**src/rtl/moving_average2_pkg.sv**
```systemverilog
// Shared types and defaults for the moving-average smoothing stage.
package moving_average2_pkg;

  localparam int DEFAULT_DATA_WIDTH  = 8;
  localparam int DEFAULT_LOG2_WINDOW = 2;
  localparam int DEFAULT_ACC_WIDTH   = DEFAULT_DATA_WIDTH + DEFAULT_LOG2_WINDOW;

  typedef logic signed [DEFAULT_DATA_WIDTH-1:0] sample_t;
  typedef logic signed [DEFAULT_ACC_WIDTH-1:0]  acc_t;

  // Widen a sample to accumulator width, preserving its sign.
  function automatic acc_t sext_sample(input sample_t s);
    return {{DEFAULT_LOG2_WINDOW{s[DEFAULT_DATA_WIDTH-1]}}, s};
  endfunction

endpackage

```
**src/rtl/moving_average2_if.sv**
```systemverilog
// Sample stream into the filter and smoothed stream out. There is no
// handshake: the filter takes eta_i1 on every rising clock edge and
// topLet_o is always valid one edge later. acc_dbg exposes the running
// sum so a checker can compare it with the window contents.
interface moving_average2_if
  import moving_average2_pkg::*;
#(
  parameter int DATA_WIDTH = DEFAULT_DATA_WIDTH,
  parameter int ACC_WIDTH  = DEFAULT_ACC_WIDTH
);
  logic signed [DATA_WIDTH-1:0] eta_i1;
  logic signed [DATA_WIDTH-1:0] topLet_o;
  logic signed [ACC_WIDTH-1:0]  acc_dbg;

  // Sample source / result consumer.
  modport master (
    output eta_i1,
    input  topLet_o,
    input  acc_dbg
  );

  // The filter itself.
  modport slave (
    input  eta_i1,
    output topLet_o,
    output acc_dbg
  );
endinterface

```
**src/rtl/moving_average2_delay_line.sv**
```systemverilog
// DEPTH-deep shift register with synchronous clear; exposes the oldest entry.
module moving_average2_delay_line #(
  parameter int WIDTH = 8,
  parameter int DEPTH = 4
) (
  input  logic             clk,
  input  logic             clr,
  input  logic [WIDTH-1:0] din,
  output logic [WIDTH-1:0] oldest
);

  logic [WIDTH-1:0] taps [DEPTH];

  // Shift a new sample in at tap 0 each edge; clear wins over the shift.
  always_ff @(posedge clk) begin
    if (clr) begin
      for (int i = 0; i < DEPTH; i++) taps[i] <= '0;
    end else begin
      taps[0] <= din;
      for (int i = 1; i < DEPTH; i++) taps[i] <= taps[i-1];
    end
  end

  assign oldest = taps[DEPTH-1];

endmodule

```
**src/rtl/moving_average2_top_entity.sv**
```systemverilog
// Streaming moving-average filter: registered floor-mean of the last
// 2**LOG2_WINDOW signed samples, one sample per clock.
module moving_average2_top_entity
  import moving_average2_pkg::*;
#(
  parameter int DATA_WIDTH  = DEFAULT_DATA_WIDTH,
  parameter int LOG2_WINDOW = DEFAULT_LOG2_WINDOW
) (
  input  logic              system1000,
  input  logic              system1000_rst,
  moving_average2_if.slave  bus
);

  localparam int WINDOW = 2 ** LOG2_WINDOW;
  localparam int ACC_W  = DATA_WIDTH + LOG2_WINDOW;

  logic [DATA_WIDTH-1:0]   oldest;
  logic signed [ACC_W-1:0] x_ext;
  logic signed [ACC_W-1:0] old_ext;
  logic signed [ACC_W-1:0] acc_q;
  logic signed [ACC_W-1:0] acc_next;
  logic [DATA_WIDTH-1:0]   out_q;

  moving_average2_delay_line #(
    .WIDTH (DATA_WIDTH),
    .DEPTH (WINDOW)
  ) u_delay_line (
    .clk    (system1000),
    .clr    (system1000_rst),
    .din    (bus.eta_i1),
    .oldest (oldest)
  );

  // Running sum: add the incoming sample, drop the one leaving the window.
  // The accumulator is wide enough for WINDOW extreme samples, so the true
  // sum never wraps.
  always_comb begin
    x_ext    = {{LOG2_WINDOW{bus.eta_i1[DATA_WIDTH-1]}}, bus.eta_i1};
    old_ext  = {{LOG2_WINDOW{oldest[DATA_WIDTH-1]}}, oldest};
    acc_next = acc_q + x_ext - old_ext;
  end

  // Register the sum and the mean. Taking the upper DATA_WIDTH bits of the
  // sum is the arithmetic right shift by LOG2_WINDOW (floor toward minus
  // infinity) already truncated to sample width; the mean always fits.
  always_ff @(posedge system1000) begin
    if (system1000_rst) begin
      acc_q <= '0;
      out_q <= '0;
    end else begin
      acc_q <= acc_next;
      out_q <= acc_next[ACC_W-1:LOG2_WINDOW];
    end
  end

  assign bus.topLet_o = out_q;
  assign bus.acc_dbg  = acc_q;

endmodule

```
**src/flat_wrapper.sv**
```systemverilog
// flat-port wrapper written by rule: the top's interface ports become plain ports
module moving_average2_top_entity_flat import moving_average2_pkg::*;
#(
  parameter int DATA_WIDTH  = DEFAULT_DATA_WIDTH,
  parameter int LOG2_WINDOW = DEFAULT_LOG2_WINDOW
)
  (system1000, system1000_rst, bus_eta_i1, bus_topLet_o, bus_acc_dbg);
  moving_average2_if #(.DATA_WIDTH(DATA_WIDTH)) bus_i ();
  input  logic system1000;
  input  logic system1000_rst;
  input wire logic [$bits(bus_i.eta_i1)-1:0] bus_eta_i1;
  output wire logic [$bits(bus_i.topLet_o)-1:0] bus_topLet_o;
  output wire logic [$bits(bus_i.acc_dbg)-1:0] bus_acc_dbg;
  assign bus_i.eta_i1 = bus_eta_i1;
  assign bus_topLet_o = bus_i.topLet_o;
  assign bus_acc_dbg = bus_i.acc_dbg;
  moving_average2_top_entity #(.DATA_WIDTH(DATA_WIDTH), .LOG2_WINDOW(LOG2_WINDOW)) u_core (.system1000(system1000), .system1000_rst(system1000_rst), .bus(bus_i));
endmodule
```
**config.mk**
```make
export PLATFORM = sky130hd
export DESIGN_NAME = moving_average2_top_entity_flat
export DESIGN_NICKNAME = d
export VERILOG_FILES = /design/src/rtl/moving_average2_pkg.sv /design/src/rtl/moving_average2_if.sv /design/src/rtl/moving_average2_delay_line.sv /design/src/rtl/moving_average2_top_entity.sv /design/src/flat_wrapper.sv
export SDC_FILE = /design/constraint.sdc
export NUM_CORES = 1
export LEC_CHECK = 0
export ABC_AREA = 1
export BUFFER_PORTS_ARGS = -buffer_cell sky130_fd_sc_hd__buf_2
export CAP_MARGIN = 0
export CELL_PAD_IN_SITES_DETAIL_PLACEMENT = 0
export CELL_PAD_IN_SITES_GLOBAL_PLACEMENT = 1
export CORE_ASPECT_RATIO = 1.1
export CORE_UTILIZATION = 44
export CTS_CLUSTER_DIAMETER = 30
export DETAILED_ROUTE_END_ITERATION = 16
export HOLD_SLACK_MARGIN = 0.1
export PLACE_DENSITY = 0.93
export SYNTH_ARGS = -nofsm -noshare
export SYNTH_HDL_FRONTEND = slang
export SYNTH_SLANG_ARGS = --single-unit
export TNS_END_PERCENT = 1
```
**constraint.sdc**
```tcl
create_clock -name system1000 -period 4.98 [get_ports system1000]
set_clock_uncertainty 0.2 [all_clocks]
set_input_delay 0.996 -clock system1000 [delete_from_list [all_inputs] [get_ports system1000]]
set_output_delay 0.996 -clock system1000 [all_outputs]
set_load 0.03 [all_outputs]
```
After elaboration in Yosys (flattened, before gate mapping)
Memory sizes are Yosys's and may differ from the RTL's. Index checks and enable logic that the tools add are counted.

Register bits after elaboration: 18. RAM bits: 32. Input port bits: 10. Output and inout port bits: 18. Logic and storage cells: 16. Memories: 1.

$add $sub $neg: 2. Mux-type cells: 7. Bitwise operators: 4.

Memory list: u_core.u_delay_line.taps (words 4, width 8, rd ports 4, clocked after Yosys merged registers in 0, write ports 4, RTL line moving_average2_delay_line.sv:12) `logic [WIDTH-1:0] taps [DEPTH];`.

Operator list (number): $mux 8 (4); $add 10x8->10 (1); $sub 10x8->10 (1); $or 1x1->1 (4); $mux 1 (3).

Logic depth before layout (Yosys ltp)
Gate-level depths: netlist (run 1).

Word-level depth: 3. Depth in mapped cells: 13. Gate-level depth less buffers: 13.

Cells and area by module
From an unflattened synthesis (run 1), not the netlist that was laid out.

Cell total of the unflattened synthesis: 258. Area total of the unflattened synthesis: 2015.7 um2.

By module, submodules not included: moving_average2_top_entity (instances 1, cells each 159, area each 1101.1 um2, seq. area each 200.2 um2); moving_average2_delay_line (instances 1, cells each 99, area each 914.6 um2, seq. area each 640.6 um2).

Worst setup path before layout (run 1)
No wires, ideal clock.

Kind: input-to-reg. Start: input bus_eta_i1[1]. End: register u_core.out_q[6] (netlist: u_core.bus.topLet_o[6]). Library setup time: 0.115 ns. Arrival: 2.517 ns. Required time: 4.665 ns. Path slack: 2.148 ns. Stages on the path: 8. Path buffers: 0. Cell sequence: inv_1 > fa_1 > fa_1 > nand3b_1 > nand2_1 > nand3_1 > a21oi_1 > nor2_1.

Longest elaborated chain between the ends: 2.

Ends and longest elaborated chain: start, declared (RTL line flat_wrapper.sv:11) `input wire logic [$bits(bus_i.eta_i1)-1:0] bus_eta_i1;`; $add 10x8->10 (RTL line moving_average2_top_entity.sv:40) `acc_next = acc_q + x_ext - old_ext;`; $sub 10x8->10 (RTL line moving_average2_top_entity.sv:40); end signal, assigned (RTL line moving_average2_top_entity.sv:52) `out_q <= acc_next[ACC_W-1:LOG2_WINDOW];`; end, declared (RTL line moving_average2_top_entity.sv:22) `logic [DATA_WIDTH-1:0] out_q;`.

Every way passes these cells. A chain may end at the register's enable or synchronous reset.

Worst setup path in the final report (run 1)
Ends and elaborated chain as after synthesis.

==> results.ini, run 1 <==
[floorplanning]
die_h_um = 72.4
core_area_um2 = 4320
initial_utilization = 0.459
die_x_um = 66.0
num_rows = 25
ios = 28
die_area_um2 = 4770

[synthesis]
syn_area_per_cell_um2 = 7.71
yosysTopAreaCellShare = 0.425
ys.flop_type = dfxtp_1
syn-cell-area_um2 = 1980
ys_seq_area_frac = 0.425
synth-edff-count = 0
synth_warnings = 0
postSynth.asyncResetShare = 0
synthMostInstantiatedCell = inv_1
ys_ff_latch = 42
synthTopCellsByCount = inv_1 (78), dfxtp_1 (42), nor2_1 (42), nand2_1 (30)
yosys.area.top_type = dfxtp_1
yosys-top-cells-area = dfxtp_1 (42%), inv_1 (15%), fa_1 (9.1%)
syn_nets = 287
synthCells = 257
synth_cell_type_count = 18

[cts]
clk_pin_slew_ps = 80
clock-sinks = 42
holdBufCountCts = 0
clock-root-buffer = clkbuf_8
cts_buffers = 5
cts_max_path_buffers = 2
post_cts_buffers = 0
cts_resized = 0
cts_tree = done
clk_latency_ps = 290
htreeDepth = 2

[grt]
grt_pass1_wl_um = 5000
antenna_found_initial = 0
track_usage = 0.138
grt_max_degree = 36
grt_overflow = 0
grt_pass1_vias = 1237

[placement]
pre_cts_ws_ps = 1950
io_buffers = 27
finalWeightedCongestion = 0.747
dp_hpwl_um = 2160

[job]
cap_violations = 0

[cells_and_area]
area_growth_pct = 11.7
antenna_cells = 0
final_nets = 309
multiInputGateArea_um2 = 763
drive_above_1_share = 0.146
fillers = 421
utilization = 0.512
final-seq-area_um2 = 841

[timing]
period_share = 0.543
grt_setup_unrepaired = false
worst-slew-pin-transition_ps = 582
fmax_mhz = 370
finalHoldViolCount = 0
fin_ws_ps = 2280
final-setup-viol-count = 0
max-slew-margin-rel = 0.612
fin_tns_setup_ps = 0
slew_violations = 0
fin_crit_ps = 2700

[power]
p_seq_frac = 0.318
ir_drop_mv = 0.272
power.switching_uw = 531
p_per_area_nw_per_um2 = 569
p_comb_frac = 0.477
swShare = 0.422
p_int_uw = 727
p_leak_uw = 0.00119
clkPwrFrac = 0.205

[detailed_routing]
initialDrtViolationCount = 27
post-route-drc-count = 0
post_drt_wl_per_cell_um = 8.28
dr.pass1.iters = 4
routed_wl_um = 2770
via_per_inst = 4.18
vias = 1396
drtAntennaViolNets = 0

[worst_hold_path]
hp-class = reg -> reg

[worst_setup_path]
end_kind = flip-flop
setup.worst_path.class = in -> reg
start_kind = input pin
critPathMaxFanout = 4
worstPathArrival_ps = 2700
required_ps = 4970

[run_status]
status = finished clean

flip-flops by register name, indices dropped and copies added (netlist names):
signal                    cells
u_core.u_delay_line.taps     32
u_core.bus.topLet_o           8
u_core.bus.acc_dbg            2
layout make-up:
class                           instances  area share
Inverter                               79       0.134
Multi-Input combinational cell        124       0.345
Clock inverter                          3      0.0181
Clock buffer                            5      0.0311
Sequential cell                        42       0.380
Tap cell                               54      0.0305
Timing Repair Buffer                   27      0.0611
power by group through the flow:
stage / combinational [uW] / sequential, uW / clock [uW]
5_1_grt: 693 / 406 / 277
2_1_floorplan: 456 / 467 / 0
4_1_cts: 609 / 401 / 267
3_5_place_dp: 606 / 409 / 0
3_3_place_gp: 600 / 407 / 0
6_report: 600 / 400 / 258
worst paths after layout:
kind | start | to | slack, ps | cells past startpoint
worst min register to register | u_core.u_delay_line.taps[0][15] | u_core.u_delay_line.taps[0][23] | 200 | 2
worst min-delay path | u_core.u_delay_line.taps[0][15] | u_core.u_delay_line.taps[0][23] | 200 | 2
worst max register to register | u_core.bus.acc_dbg[1] | u_core.bus.topLet_o[6] | 2710 | 8
worst max-delay path | bus_eta_i1[1] | u_core.bus.topLet_o[6] | 2280 | 9
per-layer routing:
layer | GRT usage | routed length, um | part of all wire
met5 | 0 | 0 | 0
met4 | 0.0638 | 63 | 0.023
met3 | 0.0377 | 91 | 0.033
met2 | 0.232 | 1260 | 0.46
met1 | 0.160 | 1350 | 0.49
per-stage QoR:
step	instance area [um2]	hold WS (ps)	cells	total power (uW)
floorplan	1980	188	257	923
global placement	2100	189	326	1010
detailed placement	2100	193	326	1020
CTS	2210	203	334	1280
global route	2210	219	334	1380
finish	2210	202	334	1260
worst max-delay path, stage by stage:
cell and delay (ps):
buf_2 90, inv_1 80, fa_1 460, fa_1 470, nand3b_1 170, nand2_1 120, nand3_1 100, a21oi_1 150
nor2_1 50
kinds of logic (layout without fill, tap and decap cells):
kind of cell,after synthesis,after routing,share of synthesized area
buffers and inverters,91,114,0.190
AOI/OAI and AO/OA,17,17,0.0461
DFF,42,42,0.425
adders and majority gates,20,20,0.160
and+or+nand+nor,87,87,0.179
cell usage in the layout, fill, tap and decap left out, drive strengths merged:
master,count
dfxtp,42
fa,9
a21oi,12
nand3,9
nand2,32
clkinv,2
bufinv,1
ha,11
nor2,44
buf,27
inv,79
o21ai,4
nand3b,1
clkbuf,5
nand4,1
o21a,1
(Power assumes the default switching activity.)
==> run 2: changes to the inputs <==
--- a/config.mk
+++ b/config.mk
@@ -5,17 +5,17 @@
 export SDC_FILE = /design/constraint.sdc
 export NUM_CORES = 1
 export LEC_CHECK = 0
-export ABC_AREA = 1
+export ABC_AREA = 0
 export BUFFER_PORTS_ARGS = -buffer_cell sky130_fd_sc_hd__buf_2
 export CAP_MARGIN = 0
 export CELL_PAD_IN_SITES_DETAIL_PLACEMENT = 0
 export CELL_PAD_IN_SITES_GLOBAL_PLACEMENT = 1
 export CORE_ASPECT_RATIO = 1.1
-export CORE_UTILIZATION = 44
+export CORE_UTILIZATION = 43
 export CTS_CLUSTER_DIAMETER = 30
 export DETAILED_ROUTE_END_ITERATION = 16
 export HOLD_SLACK_MARGIN = 0.1
-export PLACE_DENSITY = 0.93
+export PLACE_DENSITY = 0.88
 export SYNTH_ARGS = -nofsm -noshare
 export SYNTH_HDL_FRONTEND = slang
 export SYNTH_SLANG_ARGS = --single-unit
==> constraint.sdc (replaced) <==
create_clock -name system1000 -period 2.85 [get_ports system1000]
set_clock_uncertainty 0.2 [all_clocks]
set_input_delay 0.57 -clock system1000 [delete_from_list [all_inputs] [get_ports system1000]]
set_output_delay 0.57 -clock system1000 [all_outputs]
set_load 0.03 [all_outputs]
==> results.ini, run 2 <==
[placement]
finalWeightedCongestion = 0.754
dp_hpwl_um = 2130
place_area_um2 = 2060
io_buffers = 27

[synthesis]
yosys.area_share.simple = 0.160
ys.flop_type = dfxtp_1
syn-cell-area_um2 = 1850
synthMostInstantiatedCell = dfxtp_1
ys_seq_area_frac = 0.455
ys_ff_latch = 42
synth_compound_area_frac = 0.0758
synthCells = 187
synth-edff-count = 0
synth_top_family_by_area = adder cells
yosysTopAreaCellShare = 0.455
syn_nets = 217
synth_mux_area_frac = 0.00609
postSynth.asyncResetShare = 0
synth_cell_type_count = 29
synth_xor_area_frac = 0.0190
synthTopCellsByCount = dfxtp_1 (42), inv_1 (35), nor2b_1 (27), nor2_1 (13), ha_1 (11)
synthAdderAreaFrac = 0.172
yosys.area.top_type = dfxtp_1
syn_area_per_cell_um2 = 9.88
yosys-top-cells-area = dfxtp_1 (45%), fa_1 (9.7%), nor2b_1 (9.1%)
synth_warnings = 0

[worst_setup_path]
ff2ff_setup_slack_ps = 40
setup.worst_path.class = reg -> reg
worstPathCellList = inv_2, fa_1, inv_1, ha_4, nor2b_4, o31a_1, or4_4, a31oi_4, mux2_4
end_kind = flip-flop
rr_endpoint = u_core.bus.topLet_o[6]
r2r_cells = 9
slowest_stage = fa_1
reg2reg_from = u_core.bus.topLet_o[0]
required_ps = 2830
start_kind = flip-flop
critPathMaxFanout = 4
max_stage_delay_ps = 520
worstPathArrival_ps = 2800

[detailed_routing]
dr.pass1.iters = 4
via_per_inst = 4.40
post_drt_wl_per_cell_um = 10.5
routed_wl_um = 2860
post-route-drc-count = 0
initialDrtViolationCount = 19
drtAntennaViolNets = 0
vias = 1197

[cts]
clock-root-buffer = clkbuf_8
cts_buffers = 5
htreeDepth = 2
clk_latency_ps = 290
clk_pin_slew_ps = 80
cts_max_path_buffers = 2
cts_tree = done
clock-sinks = 42

[timing]
grt_setup_unrepaired = true
fin_hold_ws_ps = 238
slew_violations = 0
fin_crit_ps = 2810
fmax_mhz = 355
period_share = 0.988
final-setup-viol-count = 0
max-slew-margin-rel = 0.787
worst-slew-pin-transition_ps = 318
finalHoldViolCount = 0

[grt]
grt_pass1_vias = 1078
grt_max_degree = 29
grt_pass1_wl_um = 4800
busiest_layer = met2
track_usage = 0.141
antenna_found_initial = 0
met1_usage = 0.190
grt_overflow = 0
grt_util_met2 = 0.211
gr-usage-met3 = 0.0387

[floorplanning]
die_h_um = 70.8
initial_utilization = 0.456
ios = 28
die_area_um2 = 4560
core_area_um2 = 4050
die_x_um = 64.5
num_rows = 24

[worst_hold_path]
holdPathStages = 1
hp-class = reg -> reg
hold_start = u_core.u_delay_line.taps[0][14]
min_to = u_core.u_delay_line.taps[0][22]

[cells_and_area]
drive_above_1_share = 0.245
postLayoutCellArea_um2 = 2180
multiInputGateArea_um2 = 836
largest_reg_flops = 32
area_growth_pct = 17.7
final_common_cell = dfxtp_1
final_cell_mix = dfxtp_1 (40), inv_1 (34), nor2b_1 (27), buf_2 (27), nor2_1 (13)
final-seq-area_um2 = 843
final_nets = 249
regMostFlops = u_core.u_delay_line.taps
antenna_cells = 0
fillers = 384

[power]
report.power.total_uw = 2200
p_leak_uw = 0.00106
p_per_area_nw_per_um2 = 1010
ir_drop_mv = 0.418

[run_status]
status = finished clean

[job]
cap_violations = 0

## run 2: cell types whose count changed after synthesis, moves of 7 or more
cell and delta:
a21oi_1 -7, nand2_1 -29, nor2_1 -29, nand3_1 -8, inv_1 -43, nor2b_1 +27
## run 2: area by class of cell
class,instances,area share
inverter,35,0.0604
clock inverter,3,0.00978
multi-input combinational,98,0.384
tap,52,0.0299
sequential,42,0.388
clock buffer,5,0.0316
timing repair buffer,37,0.0966
## run 2: per-stage QoR
| stage | setup slack [ps] | TNS (ps) | utilization | instances |
|---|---|---|---|---|
| floorplan | -100 | -100 | - | 187 |
| global placement | -231 | -346 | 0.507 | 263 |
| detailed placement | -285 | -408 | 0.507 | 263 |
| CTS | 2.57 | 0 | 0.529 | 271 |
| global route | -46.9 | -57.7 | 0.537 | 272 |
| finish | 35.6 | 0 | 0.537 | 272 |
## run 2: logic make-up (layout without fill, tap and decap cells)
logic type	Yosys count	after routing
AOI/OAI and AO/OA	21	21
adders and majority gates	20	20
muxes	1	1
xor gates and xnor gates	4	4
buffers and inverters	47	80
DFF	42	42
and+or+nand+nor	52	52
## run 2: what timing repair did
action | CTS | global route
hold buffers | 0 | 0
gates resized for setup | 0 | 5
endpoints found under the setup margin | 0 | 2
setup buffers | 0 | 1
## run 2: worst max-delay path by stage
stage               slack, ps                    from                     end
floorplan                -100           bus_eta_i1[2]  u_core.bus.topLet_o[6]
global placement         -230           bus_eta_i1[2]  u_core.bus.topLet_o[6]
detailed placement       -280           bus_eta_i1[2]  u_core.bus.topLet_o[6]
CTS                         3  u_core.bus.topLet_o[0]  u_core.bus.topLet_o[6]
global route              -50   u_core.bus.acc_dbg[0]  u_core.bus.topLet_o[6]
finish                     40  u_core.bus.topLet_o[0]  u_core.bus.topLet_o[6]
## run 2: routing by layer
layer	routed length, um	share of wire	up-vias
li1	-	-	625
met1	1500	0.53	541
met2	1210	0.42	25
met3	90	0.031	6
met4	62	0.022	0
met5	0	0	-
## run 2: where the power goes
part           internal (uW)  switching, uW  total (uW)
clock network            172            209         381
registers                659           39.9         699
logic                    485            633        1120
total                   1320            883        2200
## run 2: worst max-delay path: cells and delay by family, from the launching register on
kind	cells	cell delay, ps
DFF	1	350
buffers and inverters	2	100
AOI/OAI and AO/OA	2	450
and+or+nand+nor	2	550
muxes	1	310
adders and majority gates	2	740
==> run 3: changes to the inputs <==
--- a/config.mk
+++ b/config.mk
@@ -5,17 +5,18 @@
 export SDC_FILE = /design/constraint.sdc
 export NUM_CORES = 1
 export LEC_CHECK = 0
-export ABC_AREA = 0
+export ABC_AREA = 1
 export BUFFER_PORTS_ARGS = -buffer_cell sky130_fd_sc_hd__buf_2
 export CAP_MARGIN = 0
 export CELL_PAD_IN_SITES_DETAIL_PLACEMENT = 0
 export CELL_PAD_IN_SITES_GLOBAL_PLACEMENT = 1
 export CORE_ASPECT_RATIO = 1.1
-export CORE_UTILIZATION = 43
+export CORE_UTILIZATION = 41
 export CTS_CLUSTER_DIAMETER = 30
 export DETAILED_ROUTE_END_ITERATION = 16
 export HOLD_SLACK_MARGIN = 0.1
 export PLACE_DENSITY = 0.88
+export SETUP_SLACK_MARGIN = 0.15
 export SYNTH_ARGS = -nofsm -noshare
 export SYNTH_HDL_FRONTEND = slang
 export SYNTH_SLANG_ARGS = --single-unit
==> results.ini, run 3 (same netlist as run 1, synthesis figures left out) <==
[timing]
period_share = 0.818
max-slew-margin-rel = 0.820
final-setup-viol-count = 0
finalHoldViolCount = 0
fin_crit_ps = 2330
worst-slew-pin-transition_ps = 270
grt_setup_unrepaired = false
fmax_mhz = 429
fin_tns_setup_ps = 0
slew_violations = 0

[worst_setup_path]
worstPathArrival_ps = 2320
slowest_stage = fa_1
worstPathCellList = inv_1, fa_1, fa_1, nand3b_1, nand2_1, nand3_1, a21oi_1, nor2_1
setup.worst_path.class = reg -> reg
crit_top_cell = fa_1
required_ps = 2840
crit_family = adder cells
critPathMaxFanout = 4
max_stage_delay_ps = 530
end_kind = flip-flop
path_buf_inv = 1
start_kind = flip-flop

[power]
p_leak_uw = 0.00119
ir_drop_mv = 0.433
report.power.total_uw = 2150
p_per_area_nw_per_um2 = 975

[floorplanning]
ios = 28
initial_utilization = 0.426
die_x_um = 68.3
core_area_um2 = 4650
die_area_um2 = 5110
num_rows = 26
die_h_um = 74.9

[placement]
dp_hpwl_um = 2350
io_buffers = 27
place_area_um2 = 2110
finalWeightedCongestion = 0.779

[cells_and_area]
postLayoutCellArea_um2 = 2200
regMostFlops = u_core.u_delay_line.taps
utilization = 0.474
largest_reg_flops = 32
area_growth_pct = 11.3
final_nets = 310
antenna_cells = 0
final_common_cell = inv_1
final_cell_mix = inv_1 (78), nor2_1 (42), dfxtp_1 (42)
drive_above_1_share = 0.146

[cts]
cts_resized = 0
cts_buffers = 5
clock-sinks = 42
htreeDepth = 2
clk_latency_ps = 290
clk_pin_slew_ps = 70
holdBufCountCts = 0
cts_max_path_buffers = 2
cts_tree = done
clock-root-buffer = clkbuf_8
post_cts_buffers = 0

[detailed_routing]
post_drt_wl_per_cell_um = 8.96
vias = 1396
routed_wl_um = 3020
dr.pass1.iters = 4
initialDrtViolationCount = 81
drtAntennaViolNets = 0
via_per_inst = 4.14
post-route-drc-count = 0

[grt]
grt_pass1_wl_um = 5260
grt_max_degree = 25
grt_pass1_vias = 1284
grt_overflow = 0
antenna_found_initial = 0
track_usage = 0.142

[worst_hold_path]
hp-class = reg -> reg

[run_status]
status = finished clean

[job]
cap_violations = 0

-- run 3: through the flow --
step           hold WS, ps  std cells  setup WS [ps]
2_1_floorplan          188        257            437
3_3_place_gp           189        329            273
3_5_place_dp           195        329            223
4_1_cts                206        337            510
5_1_grt                217        337            391
6_report               203        337            519
-- run 3: report_power, final --
| group | switching, uW | internal, uW | total (uW) |
|---|---|---|---|
| Sequential | 40.5 | 659 | 699 |
| Combinational | 709 | 356 | 1070 |
| Clock | 190 | 195 | 385 |
-- run 3: layout make-up --
| type | instances | area [um2] |
|---|---|---|
| inverters | 79 | 297 |
| clock buffers | 7 | 86.3 |
| flip-flops and latches | 42 | 841 |
| repair buffers | 28 | 143 |
| well taps | 56 | 70.1 |
| fillers | 469 | 2450 |
| clock inverters | 1 | 5.00 |
| multi-input cells | 124 | 763 |
-- run 3: worst paths after layout --
path	startpoint	to	slack, ps	cells after the start
max reg2reg	u_core.bus.acc_dbg[1]	u_core.bus.topLet_o[6]	520	8
max	u_core.bus.acc_dbg[1]	u_core.bus.topLet_o[6]	520	8
min reg2reg	u_core.u_delay_line.taps[0][22]	u_core.u_delay_line.taps[0][30]	200	2
min	u_core.u_delay_line.taps[0][22]	u_core.u_delay_line.taps[0][30]	200	2
-- run 3: tightest hold or removal path: stages (launching register included) --
cell and delay, ps:
dfxtp_1 300, inv_1 40, nor2_1 30
-- run 3: metal layers --
layer | routed length [um] | GRT usage | vias to the layer above
li1 | - | - | 769
met1 | 1470 | 0.169 | 594
met2 | 1370 | 0.228 | 27
met4 | 73 | 0.0764 | 0
met5 | 0 | 0 | -
met3 | 106 | 0.0455 | 6
